<file path="config.mk">
export PLATFORM = sky130hd
export DESIGN_NAME = iic_slave_resp_flat
export DESIGN_NICKNAME = d
export VERILOG_FILES = /design/src/rtl/iic_pkg.sv /design/src/rtl/iic_slave_resp_if.sv /design/src/rtl/iic_line_sync.sv /design/src/rtl/iic_slave_resp.sv /design/src/flat_wrapper.sv
export SDC_FILE = /design/constraint.sdc
export NUM_CORES = 1
export LEC_CHECK = 0
export CAP_MARGIN = 20
export CORE_ASPECT_RATIO = 1.75
export CORE_UTILIZATION = 58
export DETAILED_ROUTE_END_ITERATION = 16
export GPL_TIMING_DRIVEN = 0
export PLACE_DENSITY_LB_ADDON = 0.3
export RECOVER_POWER = 50
export REMOVE_ABC_BUFFERS = 1
export SLEW_MARGIN = 20
export SYNTH_ARGS = -nofsm -noshare
export SYNTH_HDL_FRONTEND = slang
export SYNTH_SLANG_ARGS = --single-unit
</file>
<file path="constraint.sdc">
create_clock -name clk_i -period 3.5 [get_ports clk_i]
set_input_delay 0.7 -clock clk_i [delete_from_list [all_inputs] [get_ports clk_i]]
set_output_delay 0.7 -clock clk_i [all_outputs]
set_load 0.1 [all_outputs]
</file>
<file path="src/rtl/iic_pkg.sv">
`default_nettype none
// +------------------------------------------------------------------+
// | iic_pkg : shared types and constants for the I2C responder       |
// | Revision: 1.0                                                    |
// +------------------------------------------------------------------+
package iic_pkg;

   typedef enum logic [2:0] {
      IDLE   = 3'd0,
      DEV    = 3'd1,
      RH     = 3'd2,
      RL     = 3'd3,
      WR     = 3'd4,
      RD     = 3'd5,
      IGNORE = 3'd6
   } state_t;

   localparam int   c_BYTE_W = 8;
   localparam int   c_ADDR_W = 16;
   localparam logic c_ACK    = 1'b0;
   localparam logic c_NACK   = 1'b1;

   function automatic logic [c_ADDR_W-1:0] ptr_inc(input logic [c_ADDR_W-1:0] p);
      return p + c_ADDR_W'(1);
   endfunction

endpackage
`default_nettype wire

</file>
<file path="src/rtl/iic_slave_resp_if.sv">
`default_nettype none
// +------------------------------------------------------------------+
// | iic_slave_resp_if : bus lines and register-file port bundle      |
// | Revision: 1.0                                                    |
// +------------------------------------------------------------------+
interface iic_slave_resp_if;
   import iic_pkg::*;

   logic                scl_i;
   logic                sda_i;
   logic                sda_t;
   logic                wr_en;
   logic [c_ADDR_W-1:0] wr_addr;
   logic [c_BYTE_W-1:0] wr_data;
   logic                rd_req;
   logic [c_ADDR_W-1:0] rd_addr;
   logic [c_BYTE_W-1:0] rd_data;
   logic                busy;
   logic                stop_det;

   modport slave (
      input  scl_i, sda_i, rd_data,
      output sda_t, wr_en, wr_addr, wr_data, rd_req, rd_addr, busy, stop_det
   );

   modport master (
      output scl_i, sda_i, rd_data,
      input  sda_t, wr_en, wr_addr, wr_data, rd_req, rd_addr, busy, stop_det
   );

endinterface
`default_nettype wire

</file>
<file path="src/rtl/iic_line_sync.sv">
`default_nettype none
// +------------------------------------------------------------------+
// | iic_line_sync : multi-stage synchronizer with edge detection     |
// | Revision: 1.0                                                    |
// +------------------------------------------------------------------+
module iic_line_sync #(
   parameter int SYNC_STAGES = 2
) (
   input  logic clk_i,
   input  logic rst_n,
   input  logic i_d,
   output logic o_level,
   output logic o_rise,
   output logic o_fall
);

   logic [SYNC_STAGES-1:0] r_sync;
   logic                   r_prev;

   // Preset high so an idle (pulled-up) bus produces no edge out of reset.
   always_ff @(posedge clk_i) begin
      if (!rst_n) begin
         r_sync <= '1;
         r_prev <= 1'b1;
      end else begin
         r_sync <= {r_sync[SYNC_STAGES-2:0], i_d};
         r_prev <= r_sync[SYNC_STAGES-1];
      end
   end

   assign o_level = r_sync[SYNC_STAGES-1];
   assign o_rise  = r_sync[SYNC_STAGES-1] & ~r_prev;
   assign o_fall  = ~r_sync[SYNC_STAGES-1] & r_prev;

endmodule
`default_nettype wire

</file>
<file path="src/rtl/iic_slave_resp.sv">
`default_nettype none
// +------------------------------------------------------------------+
// | iic_slave_resp : I2C target with 16-bit register pointer         |
// | Revision: 1.0                                                    |
// +------------------------------------------------------------------+
module iic_slave_resp
   import iic_pkg::*;
#(
   parameter logic [6:0] DEV_ADDR    = 7'h3C,
   parameter int         SYNC_STAGES = 2
) (
   input  logic              clk_i,
   input  logic              rst_n,
   iic_slave_resp_if.slave   bus
);

   logic w_scl, w_scl_rise, w_scl_fall;
   logic w_sda, w_sda_rise, w_sda_fall;

   iic_line_sync #(.SYNC_STAGES(SYNC_STAGES)) u_scl_sync (
      .clk_i(clk_i), .rst_n(rst_n), .i_d(bus.scl_i),
      .o_level(w_scl), .o_rise(w_scl_rise), .o_fall(w_scl_fall)
   );

   iic_line_sync #(.SYNC_STAGES(SYNC_STAGES)) u_sda_sync (
      .clk_i(clk_i), .rst_n(rst_n), .i_d(bus.sda_i),
      .o_level(w_sda), .o_rise(w_sda_rise), .o_fall(w_sda_fall)
   );

   state_t              r_state, w_state_nxt;
   logic [3:0]          r_bitcnt, w_bitcnt_nxt;
   logic [6:0]          r_shift, w_shift_nxt;
   logic [c_ADDR_W-1:0] r_ptr, w_ptr_nxt;
   logic [c_BYTE_W-1:0] r_tx, w_tx_nxt;
   logic                r_ack_ok, w_ack_ok_nxt;
   logic                r_rd_pend, w_rd_pend_nxt;
   logic                r_sda_t, w_sda_t_nxt;
   logic                r_busy, w_busy_nxt;
   logic                r_stop_det, w_stop_det_nxt;
   logic                r_wr_en, w_wr_en_nxt;
   logic [c_ADDR_W-1:0] r_wr_addr, w_wr_addr_nxt;
   logic [c_BYTE_W-1:0] r_wr_data, w_wr_data_nxt;
   logic                r_rd_req, w_rd_req_nxt;
   logic [c_ADDR_W-1:0] r_rd_addr, w_rd_addr_nxt;

   logic                w_start, w_stop, w_active;
   logic [c_BYTE_W-1:0] w_byte;

   assign w_start  = w_scl & w_sda_fall;
   assign w_stop   = w_scl & w_sda_rise;
   assign w_active = (r_state != IDLE) && (r_state != IGNORE);
   assign w_byte   = {r_shift, w_sda};

   always_ff @(posedge clk_i) begin
      if (!rst_n) begin
         r_state    <= IDLE;
         r_bitcnt   <= '0;
         r_shift    <= '0;
         r_ptr      <= '0;
         r_tx       <= '0;
         r_ack_ok   <= 1'b0;
         r_rd_pend  <= 1'b0;
         r_sda_t    <= 1'b1;
         r_busy     <= 1'b0;
         r_stop_det <= 1'b0;
         r_wr_en    <= 1'b0;
         r_wr_addr  <= '0;
         r_wr_data  <= '0;
         r_rd_req   <= 1'b0;
         r_rd_addr  <= '0;
      end else begin
         r_state    <= w_state_nxt;
         r_bitcnt   <= w_bitcnt_nxt;
         r_shift    <= w_shift_nxt;
         r_ptr      <= w_ptr_nxt;
         r_tx       <= w_tx_nxt;
         r_ack_ok   <= w_ack_ok_nxt;
         r_rd_pend  <= w_rd_pend_nxt;
         r_sda_t    <= w_sda_t_nxt;
         r_busy     <= w_busy_nxt;
         r_stop_det <= w_stop_det_nxt;
         r_wr_en    <= w_wr_en_nxt;
         r_wr_addr  <= w_wr_addr_nxt;
         r_wr_data  <= w_wr_data_nxt;
         r_rd_req   <= w_rd_req_nxt;
         r_rd_addr  <= w_rd_addr_nxt;
      end
   end

   always_comb begin
      w_state_nxt    = r_state;
      w_bitcnt_nxt   = r_bitcnt;
      w_shift_nxt    = r_shift;
      w_ptr_nxt      = r_ptr;
      w_tx_nxt       = r_rd_pend ? bus.rd_data : r_tx;
      w_ack_ok_nxt   = r_ack_ok;
      w_rd_pend_nxt  = r_rd_req;
      w_sda_t_nxt    = r_sda_t;
      w_busy_nxt     = r_busy;
      w_stop_det_nxt = 1'b0;
      w_wr_en_nxt    = 1'b0;
      w_wr_addr_nxt  = r_wr_addr;
      w_wr_data_nxt  = r_wr_data;
      w_rd_req_nxt   = 1'b0;
      w_rd_addr_nxt  = r_rd_addr;

      if (w_stop) begin
         w_state_nxt    = IDLE;
         w_sda_t_nxt    = c_NACK;
         w_busy_nxt     = 1'b0;
         w_stop_det_nxt = 1'b1;
         w_ack_ok_nxt   = 1'b0;
      end else if (w_start) begin
         w_state_nxt  = DEV;
         w_bitcnt_nxt = '0;
         w_sda_t_nxt  = c_NACK;
         w_busy_nxt   = 1'b0;
         w_ack_ok_nxt = 1'b0;
      end else if (w_active && w_scl_rise) begin
         if (r_bitcnt < 4'd8) begin
            w_shift_nxt  = w_byte[6:0];
            w_bitcnt_nxt = r_bitcnt + 4'd1;
            // Byte decisions are taken on the 8th rise; the ACK follows on the next fall.
            if (r_bitcnt == 4'd7) begin
               case (r_state)
                  DEV: begin
                     if (w_byte[7:1] == DEV_ADDR) begin
                        w_busy_nxt   = 1'b1;
                        w_ack_ok_nxt = 1'b1;
                        if (w_byte[0]) begin
                           w_state_nxt   = RD;
                           w_rd_req_nxt  = 1'b1;
                           w_rd_addr_nxt = r_ptr;
                        end else begin
                           w_state_nxt = RH;
                        end
                     end else begin
                        w_state_nxt = IGNORE;
                     end
                  end
                  RH: begin
                     w_ptr_nxt[15:8] = w_byte;
                     w_ack_ok_nxt    = 1'b1;
                     w_state_nxt     = RL;
                  end
                  RL: begin
                     w_ptr_nxt[7:0] = w_byte;
                     w_ack_ok_nxt   = 1'b1;
                     w_state_nxt    = WR;
                  end
                  WR: begin
                     w_wr_en_nxt   = 1'b1;
                     w_wr_addr_nxt = r_ptr;
                     w_wr_data_nxt = w_byte;
                     w_ptr_nxt     = ptr_inc(r_ptr);
                     w_ack_ok_nxt  = 1'b1;
                  end
                  default: ;
               endcase
            end
         end else if (r_bitcnt == 4'd8) begin
            w_bitcnt_nxt = 4'd9;
            // In RD the 9th clock belongs to the master unless it is our device-byte ACK.
            if (r_state == RD && !r_ack_ok) begin
               if (w_sda == c_ACK) begin
                  w_ptr_nxt     = ptr_inc(r_ptr);
                  w_rd_req_nxt  = 1'b1;
                  w_rd_addr_nxt = ptr_inc(r_ptr);
               end else begin
                  w_state_nxt = IGNORE;
               end
            end
         end
      end else if (w_active && w_scl_fall) begin
         if (r_bitcnt == 4'd8) begin
            w_sda_t_nxt = r_ack_ok ? c_ACK : c_NACK;
         end else if (r_bitcnt == 4'd9) begin
            w_bitcnt_nxt = '0;
            w_ack_ok_nxt = 1'b0;
            w_sda_t_nxt  = (r_state == RD) ? r_tx[7] : c_NACK;
         end else if (r_state == RD && r_bitcnt != 4'd0) begin
            w_sda_t_nxt = r_tx[3'd7 - r_bitcnt[2:0]];
         end
      end
   end

   assign bus.sda_t    = r_sda_t;
   assign bus.wr_en    = r_wr_en;
   assign bus.wr_addr  = r_wr_addr;
   assign bus.wr_data  = r_wr_data;
   assign bus.rd_req   = r_rd_req;
   assign bus.rd_addr  = r_rd_addr;
   assign bus.busy     = r_busy;
   assign bus.stop_det = r_stop_det;

endmodule
`default_nettype wire

</file>
<file path="src/flat_wrapper.sv">
// flat-port wrapper written by rule: the top's interface ports become plain ports
module iic_slave_resp_flat import iic_pkg::*;
#(
   parameter logic [6:0] DEV_ADDR    = 7'h3C,
   parameter int         SYNC_STAGES = 2
)
  (clk_i, rst_n, bus_scl_i, bus_sda_i, bus_rd_data, bus_sda_t, bus_wr_en, bus_wr_addr, bus_wr_data, bus_rd_req, bus_rd_addr, bus_busy, bus_stop_det);
  iic_slave_resp_if bus_i ();
  input  logic clk_i;
  input  logic rst_n;
  input wire logic [$bits(bus_i.scl_i)-1:0] bus_scl_i;
  input wire logic [$bits(bus_i.sda_i)-1:0] bus_sda_i;
  input wire logic [$bits(bus_i.rd_data)-1:0] bus_rd_data;
  output wire logic [$bits(bus_i.sda_t)-1:0] bus_sda_t;
  output wire logic [$bits(bus_i.wr_en)-1:0] bus_wr_en;
  output wire logic [$bits(bus_i.wr_addr)-1:0] bus_wr_addr;
  output wire logic [$bits(bus_i.wr_data)-1:0] bus_wr_data;
  output wire logic [$bits(bus_i.rd_req)-1:0] bus_rd_req;
  output wire logic [$bits(bus_i.rd_addr)-1:0] bus_rd_addr;
  output wire logic [$bits(bus_i.busy)-1:0] bus_busy;
  output wire logic [$bits(bus_i.stop_det)-1:0] bus_stop_det;
  assign bus_i.scl_i = bus_scl_i;
  assign bus_i.sda_i = bus_sda_i;
  assign bus_i.rd_data = bus_rd_data;
  assign bus_sda_t = bus_i.sda_t;
  assign bus_wr_en = bus_i.wr_en;
  assign bus_wr_addr = bus_i.wr_addr;
  assign bus_wr_data = bus_i.wr_data;
  assign bus_rd_req = bus_i.rd_req;
  assign bus_rd_addr = bus_i.rd_addr;
  assign bus_busy = bus_i.busy;
  assign bus_stop_det = bus_i.stop_det;
  iic_slave_resp #(.DEV_ADDR(DEV_ADDR), .SYNC_STAGES(SYNC_STAGES)) u_core (.clk_i(clk_i), .rst_n(rst_n), .bus(bus_i));
endmodule
</file>
* Word level (Yosys, flattened, before mapping)
Index checks and enable logic that the tools add are counted.
Word-level totals: register bits after elaboration 91, bits in latches 0, bits in writable memories 0, bits in read-only memories 0, bits of input ports 12, output and inout bits 45, word-level logic and storage cells 159, memories 0
Cells by class: add/subtract/negate cells 3, $mul 0, div/mod/pow operators 0, $lt $le $gt $ge 2, equality and inequality tests 27, shifts and indexed selects 0, mux-type cells 54, bitwise gates (word level) 16, reduce and logical (&&, ||, !) cells 36
Operators by type and width (count):
- two-way mux 16 bit | 10
- case mux 8 bit (2 select lines) | 2
- two-way mux 4 bit | 7
- two-way mux 1 bit | 25
- two-way mux 3 bit | 7
- nonzero test 3 bit | 7
- AND reduction 6 bit | 3
- adder 16 x 1 -> 16 bit, second input constant | 1
- AND reduction 8 bit | 2
- inequality test 3 bit, second input constant | 5
- inequality test 2 bit, second input constant | 6
- nonzero test 2 bit | 6
- NOT 1 bit | 10
- AND reduction 10 bit | 1
- AND reduction 5 bit | 2
- case mux 3 bit (3 select lines) | 1
- == test 4 bit, second input constant | 2
- == test 7 x 6 -> 1 bit, second input constant | 1
- AND reduction 7 bit | 1
- bitwise AND 1 bit | 6
- == test 3 x 2 -> 1 bit, second input constant | 2
- == test 3 bit, second input constant | 2
- OR reduction 3 bit | 2
- OR reduction 6 bit | 1
- other kinds (21) | 26

* Longest topological paths before layout
word-level depth 7, depth in mapped cells 8, depth with buffers taken out 7

* Modules after synthesis
A second synthesis with hierarchy kept.
Second synthesis, totals: cells, all modules 567, area, all modules 4550.6 um^2
By module, submodules not included:
- iic_slave_resp | times used 1, cells an instance 551, area each 4367.9 um^2, sequential area each 1701.6 um^2
- iic_line_sync | times used 2, cells an instance 8, area each 91.3 um^2, sequential area each 60.1 um^2

* Worst setup path before layout
No wires, ideal clock.
path type register to register, start reg u_core.r_bitcnt[0], end reg u_core.r_rd_addr[12] (netlist: u_core.bus.rd_addr[12]), library setup time 81 ps, arrival time 2000 ps, data required time 3419 ps, slack 1419 ps, cell stages (with the launch flop) 8, path buffers 2, period minus slack after synthesis 2081 ps, path through dfxtp_1 buf_6 or4b_4 o31a_1 a2111oi_4 buf_6 nor2_2 a211oi_2
On the way: cells in the longest elaborated chain, start to end 3, elaborated cells on any way between the ends 12, classes of those cells order compare (1); eq/ne (7); mux (1); reduce/logical (3)
RTL lines:
- start, declared | line iic_slave_resp.sv:31 | logic [3:0] r_bitcnt, w_bitcnt_nxt;
- start signal, assigned | line iic_slave_resp.sv:73 | r_bitcnt <= w_bitcnt_nxt;
- < comparator 4 bit, or another cell as far along | line iic_slave_resp.sv:120 | if (r_bitcnt < 4'd8) begin
- inequality test 2 bit (no line), or another cell as far along
- AND reduction 10 bit (no line)
- end signal, assigned | line iic_slave_resp.sv:86 | r_rd_addr <= w_rd_addr_nxt;
- end, declared | line iic_slave_resp.sv:44 | logic [c_ADDR_W-1:0] r_rd_addr, w_rd_addr_nxt;
Several ways; a longest one is shown, not always the timed one. A chain may end at the register's enable or synchronous reset.

* Worst setup path in the final report
start reg u_core.r_bitcnt[3], end reg u_core.r_rd_addr[1] (netlist: u_core.bus.rd_addr[1])
The elaborated chain is that of the path after synthesis.

==> results.yml <==
place:
  hpwl_mm: 7.61
  gp_congestion: 0.896
  place_area_um2: 4990
  port-buffer-count: 56
  placed_cells_incl_taps: 643
setup_path:
  crit_type: "register to register"
  cp.required_ns: 3.75
  path_cells: "or4b_4 -> o31a_1 -> a2111oi_4 -> buf_4 -> nor2_1 -> a211oi_2"
  worst_path_largest_cell_delay_ns: 1.04
  slowest_stage: "dfxtp_1"
  endpoint_kind: "register"
  start_kind: "register"
  worst_ep_arrival_time_ns: 3.42
  cp_max_fo: 28
run_status:
  status: "completed"
power:
  power_leakage_nw: 1.88
  clock_power_share_pct: 47.7
  swShare_pct: 20.3
  p_seq_share_pct: 49.7
  pwr-share-comb_pct: 2.5
  peakVddDrop_mv: 0.315
  switching_power_mw: 0.426
  p_per_area_nw_per_um2: 397
  p_int_mw: 1.67
grt:
  antenna_found_initial: 0
  grt_pass1_vias: 3983
  grt_first_pass_wirelength_mm: 18.6
  grt_overflow: 0
  grt_usage_pct: 30.3
  grt_start_max_net_pins: 73
timing:
  hold_violations: 0
  relSlewSlack_pct: 12.1
  worst_pin_slew_ns: 1.32
  finalMaxSlewViolations: 0
  skew_ns: 0.00702
  grt_setup_unrepaired: "false"
  layout_min_cycle_time_ns: 3.16
  finalSetupViolCount: 0
  period_share_pct: 90.4
  max_freq_mhz: 316
logic_synthesis:
  ys_warn_count: 0
  ys_async_sr_fraction_pct: 0
  synth_top_area_share_pct: 40.6
  synth_most_common_cell: "dfxtp_1"
  ys_seq_area_share_pct: 40.6
  synth_largest_area_cell: "dfxtp_1"
  ys_top_cells_by_count: "dfxtp_1, nand2_1, nor2_1, a21oi_1, clkbuf_1"
  ys_types: 56
  synthFlopType: "dfxtp_1"
  syn_area_um2: 4480
  synth_edf_count: 0
  synthTopCellsByArea: "dfxtp_1, nand2_1, a21oi_1"
  synth_cells: 542
  yosys_register_bits: 91
  synth_area_per_cell_um2: 8.27
die:
  num_io_pins: 57
  die_area_um2: 8100
  core_area_um2: 7510
  initial_core_util_pct: 59.6
  rows: 42
  fp.dieW_um: 68.5
  die_h_um: 118
cts:
  root_buffer: "clkbuf_16"
  ctsHoldBuffers: 0
  clk_path_buf_depth: 2
  clk_transition_reported_paths_ns: 0.06
  cts_made_buffers: 9
  cts_setup_buffers: 0
  cts_tree: "built"
  clock_latency_ns: 0.35
  htreeDepth: 3
  post_cts_resized: 0
  cts_sinks: 91
job:
  drv_cap: 0
routing:
  wl_met2_mm: 6.03
  wl_met1_mm: 4.22
  drtPass1Iterations: 5
  vias_per_cell: 6.24
  met3_length_um: 540
  drc: 0
  via_count: 4104
  antenna_left: 0
  top_layer_used: "met4"
  drt_wl_total_mm: 11.4
  wire_per_inst_um: 17.3
  drt-initial-drc-count: 334
cells_and_area:
  stdcell_area_um2: 5290
  drive_gt1_share_pct: 7.02
  synthToLayoutAreaGrowth_pct: 18.0
  n_antenna_cell: 0
  stdcell_count: 658
  nets: 583
hold_path:
  hold_path_class: "register to register"
state kept, by name, summed over array words and instances (netlist names), 2 cells and up:
name                      count
u_core.u_scl_sync.r_sync      2
u_core.bus.wr_addr           16
u_core.bus.wr_data            8
u_core.r_shift                7
u_core.bus.rd_addr           16
u_core.r_bitcnt               4
u_core.r_ptr                 16
u_core.u_sda_sync.r_sync      2
u_core.r_state                3
u_core.r_tx                   8
power by group through the flow:
| stage | clock network, mW | registers (mW) | logic (mW) |
|---|---|---|---|
| after floorplan | 0 | 1.07 | 0.0251 |
| after global placement | 0 | 1.07 | 0.0514 |
| after detailed placement | 0 | 1.07 | 0.0527 |
| after CTS | 1.00 | 1.04 | 0.0535 |
| after global routing | 1.05 | 1.05 | 0.0583 |
| final | 1.00 | 1.05 | 0.0530 |
layout by cell type, fill, tap and decap left out, drive strengths merged, types with 3 or more instances in the layout:
cell	netlist	layout
dlygate4sd3	0	46
mux2i	18	18
nor3b	5	5
a21o	6	6
nand3	21	21
xnor2	11	11
o32ai	5	5
nor2	58	58
a31oi	10	10
xor2	7	7
o21ai	12	12
or4	3	3
a211oi	20	20
o31a	3	3
clkdlybuf4s50	0	10
a21oi	51	51
and2	4	4
inv	8	8
nand4	5	5
nor2b	3	3
o31ai	6	6
ha	4	4
nor4	7	7
dfxtp	91	91
nand2	78	78
buf	13	4
o211ai	5	5
nand2b	11	11
and3	5	5
clkbuf	34	12
nor3	8	8
path summary, 6_finish.rpt:
| check | startpoint | end | slack [ns] | depth (start not counted) |
|---|---|---|---|---|
| max | u_core.r_bitcnt[3]$_SDFFE_PN0P_ | u_core.bus.rd_addr[1]$_SDFFE_PN0P_ | 0.34 | 6 |
| min | u_core.u_scl_sync.r_sync[0]$_SDFF_PN1_ | u_core.u_scl_sync.r_sync[1]$_SDFF_PN1_ | 0.41 | 1 |
| max reg2reg | u_core.r_bitcnt[3]$_SDFFE_PN0P_ | u_core.bus.rd_addr[1]$_SDFFE_PN0P_ | 0.34 | 6 |
| min reg2reg | u_core.u_scl_sync.r_sync[0]$_SDFF_PN1_ | u_core.u_scl_sync.r_sync[1]$_SDFF_PN1_ | 0.41 | 1 |
routing by layer:
metal / GRT usage (%) / vias to the layer above
met1: 31.5 / 1945
met4: 21.4 / 0
met5: 0 / -
li1: - / 1965
met2: 50.2 / 147
met3: 7.72 / 47
cell type report:
class / instances / area [µm²]
clock inverters: 3 / 65.1
repair buffers: 61 / 602
inverters: 8 / 30.0
fillers: 624 / 2230
well taps: 88 / 110
clock buffers: 11 / 233
flip-flops and latches: 91 / 1820
multi-input cells: 396 / 2430
critical path: cells and delay by family (launching register included):
family	cells	cell delay (ns)
AOI/OAI and AO/OA	3	1.00
buffers and inverters	1	0.34
DFF	1	1.04
and+or+nand+nor	2	0.67
logic make-up after synthesis:
group / count (synthesis) / synth area share [%]
multiplexers: 20 / 5.02
AND/OR/NAND/NOR: 223 / 23.9
AO/OA/AOI/OAI: 131 / 20.4
buffers and inverters: 55 / 5.39
XOR/XNOR: 18 / 3.52
adder cells (fa/ha/maj): 4 / 1.12
flip-flops: 91 / 40.6
per-stage QoR:
step	worst slack, ns	power (mW)	utilization, %	setup TNS (ns)	hold WS (ns)
finish	0.336	2.10	70.4	0	0.414
floorplan	0.409	1.09	-	0	0.386
global placement	-0.481	1.12	65.8	-14.22	0.392
global route	0.197	2.15	70.4	0	0.464
CTS	0.370	2.10	70.3	0	0.415
detailed placement	0.384	1.12	66.4	0	0.393
Power figures use the tool's default switching activity.
